--- config.mk ---
export PLATFORM = sky130hd
export DESIGN_NAME = syn_loadable_down_counter
export DESIGN_NICKNAME = d
export VERILOG_FILES = /design/src/rtl/syn_loadable_down_counter.sv
export SDC_FILE = /design/constraint.sdc
export NUM_CORES = 1
export LEC_CHECK = 0
export BUFFER_PORTS_ARGS = -buffer_cell sky130_fd_sc_hd__buf_2
export CAP_MARGIN = 40
export CORE_AREA = 8 8 45 47
export CTS_CLUSTER_DIAMETER = 120
export DETAILED_ROUTE_END_ITERATION = 10
export DIE_AREA = 0 0 53 55
export PLACE_DENSITY = 0.55
export SLEW_MARGIN = 0
export SYNTH_ARGS = -nofsm -noshare
export SYNTH_HDL_FRONTEND = slang
export SYNTH_SLANG_ARGS = --single-unit
--- constraint.sdc ---
create_clock -name i_clk -period 2.6 [get_ports i_clk]
set_input_delay 0.13 -clock i_clk [delete_from_list [all_inputs] [get_ports i_clk]]
set_output_delay 0.13 -clock i_clk [all_outputs]
set_load 0.005 [all_outputs]
--- src/rtl/syn_loadable_down_counter.sv ---
// syn_loadable_down_counter: loadable down counter/timer with terminal-count pulse and optional auto-reload
module syn_loadable_down_counter #(
    parameter int WIDTH       = 4,
    parameter bit AUTO_RELOAD = 1'b0
) (
    input  logic             i_clk,
    input  logic             i_reset,
    input  logic             i_load,
    input  logic             i_en,
    input  logic [WIDTH-1:0] i_d_in,
    output logic [WIDTH-1:0] o_d_out,
    output logic             o_zero,
    output logic             o_tc,
    output logic             o_busy
);
    typedef enum logic [1:0] {IDLE, COUNT, DONE} state_t;
    state_t           r_state;
    logic [WIDTH-1:0] r_d_out;
    logic [WIDTH-1:0] r_reload;
    logic             r_tc;
    logic             r_busy;
    // count state machine: reset > load > enabled decrement/reload > hold; tc and busy registered alongside
    always_ff @(posedge i_clk) begin
        if (i_reset) begin
            r_state  <= IDLE;
            r_d_out  <= '0;
            r_reload <= '0;
            r_tc     <= 1'b0;
            r_busy   <= 1'b0;
        end else if (i_load) begin
            r_d_out  <= i_d_in;
            r_reload <= i_d_in;
            r_tc     <= 1'b0;
            r_state  <= (i_d_in != '0) ? COUNT : DONE;
            r_busy   <= (i_d_in != '0);
        end else if (r_state == COUNT && i_en) begin
            if (r_d_out > WIDTH'(1)) begin
                r_d_out <= r_d_out - WIDTH'(1);
                r_tc    <= 1'b0;
            end else if (r_d_out == WIDTH'(1)) begin
                r_d_out <= '0;
                r_tc    <= 1'b1;
                if (!AUTO_RELOAD) begin
                    r_state <= DONE;
                    r_busy  <= 1'b0;
                end
            end else begin
                r_d_out <= AUTO_RELOAD ? r_reload : r_d_out;
                r_tc    <= 1'b0;
            end
        end else begin
            r_tc <= 1'b0;
        end
    end
    assign o_d_out = r_d_out;
    assign o_zero  = (r_d_out == '0);
    assign o_tc    = r_tc;
    assign o_busy  = r_busy;
endmodule
==> results of run 1 <==
worst max-delay path: stages, from the launching register on:
cell     delay [ps]
dfxtp_1         400
inv_1           100
ha_1            240
nor4b_1         410
o21ai_1         100
a31oi_1         150
cells in the final DEF, fill, tap and decap left out, types with 2 or more instances in the layout:
cell type	instances
dfxtp_1	7
nor3_1	3
nand4b_1	2
a311oi_1	2
o21ai_0	2
o311ai_0	2
nor2_1	5
clkbuf_4	3
o41ai_1	2
ha_1	3
buf_2	14
inv_1	5
nand3_1	3
Yosys cell counts, drive strengths merged:
master   number
a311o         1
a311oi        2
a31oi         1
a41o          1
and2          1
and3          1
and3b         1
buf           1
dfxtp         7
ha            3
inv           5
nand3         3
nand3b        1
nand4b        2
nor2          5
nor3          3
nor4b         1
o2111ai       1
o21ai         3
o311ai        2
o41ai         2
flip-flops by register name, indices dropped and copies added, names as in the netlist:
| name | count |
|---|---|
| o_d_out | 4 |
| o_busy | 1 |
| r_state | 1 |
| o_tc | 1 |
area by class of cell:
| class | count | share of cell area |
|---|---|---|
| Clock buffer | 4 | 0.0506 |
| Tap cell | 16 | 0.0386 |
| Sequential cell | 7 | 0.270 |
| Multi-Input combinational cell | 34 | 0.470 |
| Inverter | 5 | 0.0361 |
| Timing Repair Buffer | 14 | 0.135 |
kinds of logic (layout without fill, tap and decap cells):
group | after synthesis | after routing | synth area share
buffers and inverters | 6 | 23 | 0.0725
AND/OR/NAND/NOR | 18 | 18 | 0.251
flip-flops | 7 | 7 | 0.338
adder cells (fa/ha/maj) | 3 | 3 | 0.0906
AO/OA/AOI/OAI | 13 | 13 | 0.248
final timing paths:
kind,from,end,slack [ps],cells past startpoint
max,o_d_out[1],o_d_out[0],1130,5
min,i_load,o_tc,120,2
max reg2reg,o_d_out[1],o_d_out[0],1130,5
min reg2reg,o_busy,o_busy,550,1
metal layers:
metal  vias up  GRT usage  wire, microns
met4         0     0.0388             10
met5         -          0              0
met2        16      0.145            544
met1       206     0.0873            467
li1        218          -              -
met3         2     0.0187             91
power by group through the flow:
stage               combinational (mW)  clock (mW)  sequential (mW)
floorplan                       0.0328           0            0.124
global placement                0.0554           0            0.126
detailed placement              0.0548           0            0.126
CTS                             0.0554       0.102            0.124
global route                    0.0621       0.109            0.125
finish                          0.0547       0.101            0.124
stage by stage:
step           hold slack (ps)   util  setup slack, ps
4_1_cts                    121  0.375             1130
6_report                   123  0.375             1130
2_1_floorplan              202      -             1310
3_5_place_dp               388  0.356             1140
3_3_place_gp               387  0.356             1110
5_1_grt                    136  0.375              990
==> flow_summary.ini, run 1 <==
[sta]
slew_headroom = 0.708
fin_skew_ps = 8.82
tightest_slew_ps = 432
grt_setup_unrepaired = no
hold_viol_final = 0
slew_violations = 0
setup_viol = 0
setup-tns-final_ps = 0
max_freq_ghz = 0.679
finalCriticalPeriod_ps = 1470
period_share = 0.567

[layout]
nNetsFinal = 76
final-seq-area_sq_um = 140
fin_cells = 80
num_antenna_cells = 0
fill_cells = 154
syn_to_final_growth_pct = 25.4
finish.instance_area_sq_um = 519
multi_input_area_sq_um = 244
layout-drive-gt1-share = 0.266

[setup_path]
end_kind = flip-flop
critPathRequiredTime_ps = 2780
critPathMaxFanout = 5
path_class = flip-flop to flip-flop
arrival_ps = 1650
start_kind = flip-flop

[logic_synthesis]
ys_seq_area_frac = 0.338
synth_area_leader_cell = dfxtp_1
synth_top_area_share = 0.338
synthesis.area_sq_um = 414
synth_fp_nets = 58
syn_area_per_cell_sq_um = 8.81
synthTopCellsByArea = dfxtp_1, ha_1, inv_1
synth-warning-count = 0
ys_ff_latch = 7
yosysUniqueCellTypes = 22
synthCells = 47

[global_routing]
grt_pass1_wl_mm = 1.83
grt_pass1_vias = 428
track_usage = 0.0805
grt-ovfl-total = 0
grt_start_max_net_pins = 10
antenna_found_initial = 0

[power]
p_comb_frac = 0.196
leakage_nw = 0.236
p_int_uw = 198
switching_share = 0.291
seqPwrFrac = 0.443
fin_total_pwr_uw = 279
clkPwrFrac = 0.361
switchingPower_uw = 81.4
power_density_nw_per_um2 = 538
irDropWorstVdd_v = 0.000193

[detailed_routing]
vias = 442
drc_errors = 0
wl_mm = 1.11
ant_nets = 0
drtIter0Drc = 8
wire_per_inst_microns = 13.9
dr.pass1.iters = 4
viasPerCell = 5.53

[clocking]
cts-root-buf = clkbuf_4
clk_path_buf_depth = 2
clk_latency_ps = 260
cts_inserted_buffers = 3
post_cts_buffers = 0
tritoncts = built
cts_hold_buffers = 0
cts_sinks = 7
clk_pin_slew_ps = 60
cts_resized = 0
htreeDepth = 1

[place]
port_buffers = 14
hpwl_microns = 896
place_inst = 76
dpl_cell_area_sq_um = 493
gp_congestion = 0.712

[die]
rows = 14
die_w_microns = 53
core_sq_um = 1380
io_pins = 15
die_area_sq_um = 2920
start_util = 0.299
die_y_microns = 55

[outcome]
status = completed

[job]
drv_cap = 0

[hold_path]
hold_path_class = input port to flip-flop
No activity file was read; power rests on OpenSTA's default activity.
==> run 2, diff against run 1 <==
ABC_AREA = 1   (was not set)
PLACE_DENSITY = 0.64   (was 0.55)
clock period = 1.25 ns   (was 2.6 ns; I/O delays follow)
==> flow_summary.ini, run 2 <==
[outcome]
status = completed

[layout]
num_antenna_cells = 0
layout_commonest_cell = nand2_1
fill_cells = 140
fin_cells = 117
syn_to_final_growth_pct = 44.8
layout-drive-gt1-share = 0.406
layout_common_cells = nand2_1, buf_2, nor2_1
nNetsFinal = 113
largest_reg_flops = 4

[die]
rows = 14
start_util = 0.354
io_pins = 15
die_area_sq_um = 2920
core_sq_um = 1380
die_w_microns = 53
die_y_microns = 55

[power]
power_density_nw_per_um2 = 1270
leakage_nw = 0.368
irDropWorstVdd_v = 0.000564

[setup_path]
critPathRequiredTime_ps = 1190
critPathLaunch = o_d_out[0]
r2r_cells = 7
path_class = flip-flop to primary output
regToRegStartpoint = o_d_out[1]
arrival_ps = 1180
critPathMaxFanout = 4
r2r-end = o_tc
start_kind = flip-flop
crit_end = o_zero
r2r_slack_ps = 80
end_kind = primary output

[logic_synthesis]
synth_area_leader_cell = dfxtp_1
synth_commonest_cells = nand2_1, nor2_1, dfxtp_1, inv_1, nand3_1
synth-warning-count = 0
ys_seq_area_frac = 0.286
synthTopCellsByArea = dfxtp_1, nand2_1, nor2_1
synth_top_area_share = 0.286
synthCells = 78
yosysUniqueCellTypes = 15
synth_async_sr_flop_share = 0
synthFlopType = dfxtp_1
synth_edf_count = 0
syn_area_per_cell_sq_um = 6.27
yosys.cell_count.top_type = nand2_1
synthesis.area_sq_um = 489
ys_ff_latch = 7
synth_fp_nets = 89

[sta]
fin_hold_ws_ps = 5.01
slew_headroom = 0.803
fin_skew_ps = 0.251
slew_violations = 0
max_freq_ghz = 0.804
hold_viol_final = 0
period_share = 0.995
setup_viol = 0
grt_setup_unrepaired = yes
finalCriticalPeriod_ps = 1240
tightest_slew_ps = 295

[place]
port_buffers = 14
place_inst = 110
gp_congestion = 0.795
hpwl_microns = 905

[detailed_routing]
vias = 553
wire_per_inst_microns = 11.0
ant_nets = 0
wl_mm = 1.29
drc_errors = 0
drtIter0Drc = 7
dr.pass1.iters = 5
viasPerCell = 4.73

[clocking]
cts_hold_buffers = 0
htreeDepth = 1
cts_sinks = 7
cts_inserted_buffers = 3
clk_pin_slew_ps = 50
clk_latency_ps = 250
tritoncts = built
clk_path_buf_depth = 2
cts-root-buf = clkbuf_4

[global_routing]
grt-ovfl-total = 0
track_usage = 0.0952
grt_pass1_wl_mm = 1.95
grt_pass1_vias = 455
grt_start_max_net_pins = 9
antenna_found_initial = 0

[hold_path]
hold_path_class = input port to flip-flop

[job]
drv_cap = 0
-- run 2: cell count changes in the layout (fill, tap and decap cells not counted), moves of 3 or more --
cell | before | now
ha_1 | 3 | 0
nand3_1 | 3 | 6
ha_4 | 0 | 3
nand2_1 | 0 | 30
nor2_1 | 5 | 12
buf_4 | 0 | 4
nor3_1 | 3 | 0
inv_2 | 0 | 4
-- run 2: logic make-up (layout without fill, tap and decap cells) --
kind of cell	count (synthesis)	after routing	share of synthesized area
AO/OA/AOI/OAI	2	2	0.0205
adder cells (fa/ha/maj)	3	3	0.0767
flip-flops	7	7	0.286
AND/OR/NAND/NOR	56	56	0.535
buffers and inverters	10	33	0.0819
-- run 2: metal layers --
metal | vias to the layer above | global-route usage | share of wire
met3 | 4 | 0.0294 | 0.061
li1 | 287 | - | -
met5 | - | 0 | 0
met2 | 22 | 0.143 | 0.49
met1 | 240 | 0.101 | 0.42
met4 | 0 | 0.103 | 0.028
-- run 2: worst min-delay path by stage --
stage | startpoint | end | slack [ps] | depth (start not counted)
3_3_place_gp | i_reset | o_busy | 270 | 2
4_1_cts | i_reset | o_busy | 3 | 2
2_1_floorplan | i_reset | o_busy | 130 | 1
5_1_grt | i_reset | o_busy | 1 | 2
3_5_place_dp | i_reset | o_busy | 270 | 2
6_report | i_reset | o_busy | 5 | 2
-- run 2: final cells by class --
class	instances	area (sq um)	area share
multi-input cells	61	365	0.516
flip-flops and latches	7	143	0.201
repair buffers	19	111	0.157
inverters	10	42.5	0.0601
clock buffers	4	26.3	0.0371
well taps	16	20.0	0.0283
-- run 2: stage by stage --
| step | area [sq um] | utilization | TNS, ps | power [mW] | setup slack [ps] |
|---|---|---|---|---|---|
| floorplan | 489 | - | 0 | 0.497 | 60.7 |
| global placement | 594 | 0.429 | 0 | 0.594 | 24.8 |
| detailed placement | 594 | 0.429 | -17.3 | 0.595 | -6.68 |
| CTS | 643 | 0.465 | -15.9 | 0.829 | -15.9 |
| global route | 708 | 0.512 | -83.2 | 0.977 | -39.6 |
| finish | 708 | 0.512 | 0 | 0.902 | 6.59 |
-- run 2: repair_timing --
| item | CTS | global route |
|---|---|---|
| buffers inserted | 1 | 2 |
| setup endpoints to repair | 5 | 6 |
| pin swaps | 0 | 3 |
| endpoints found under the hold margin | 0 | 0 |
| resized for setup | 6 | 11 |
-- run 2: power breakdown --
part	internal [mW]	switching (mW)	leakage (nW)
Combinational	0.186	0.226	0.295
Clock	0.122	0.0892	0.0150
Sequential	0.249	0.0293	0.0584
Total	0.558	0.344	0.368
-- run 2: critical path: stages (launching register included) --
cell	delay, ps
dfxtp_2	340
inv_2	50
buf_6	120
ha_4	140
nor3b_2	140
buf_2	130
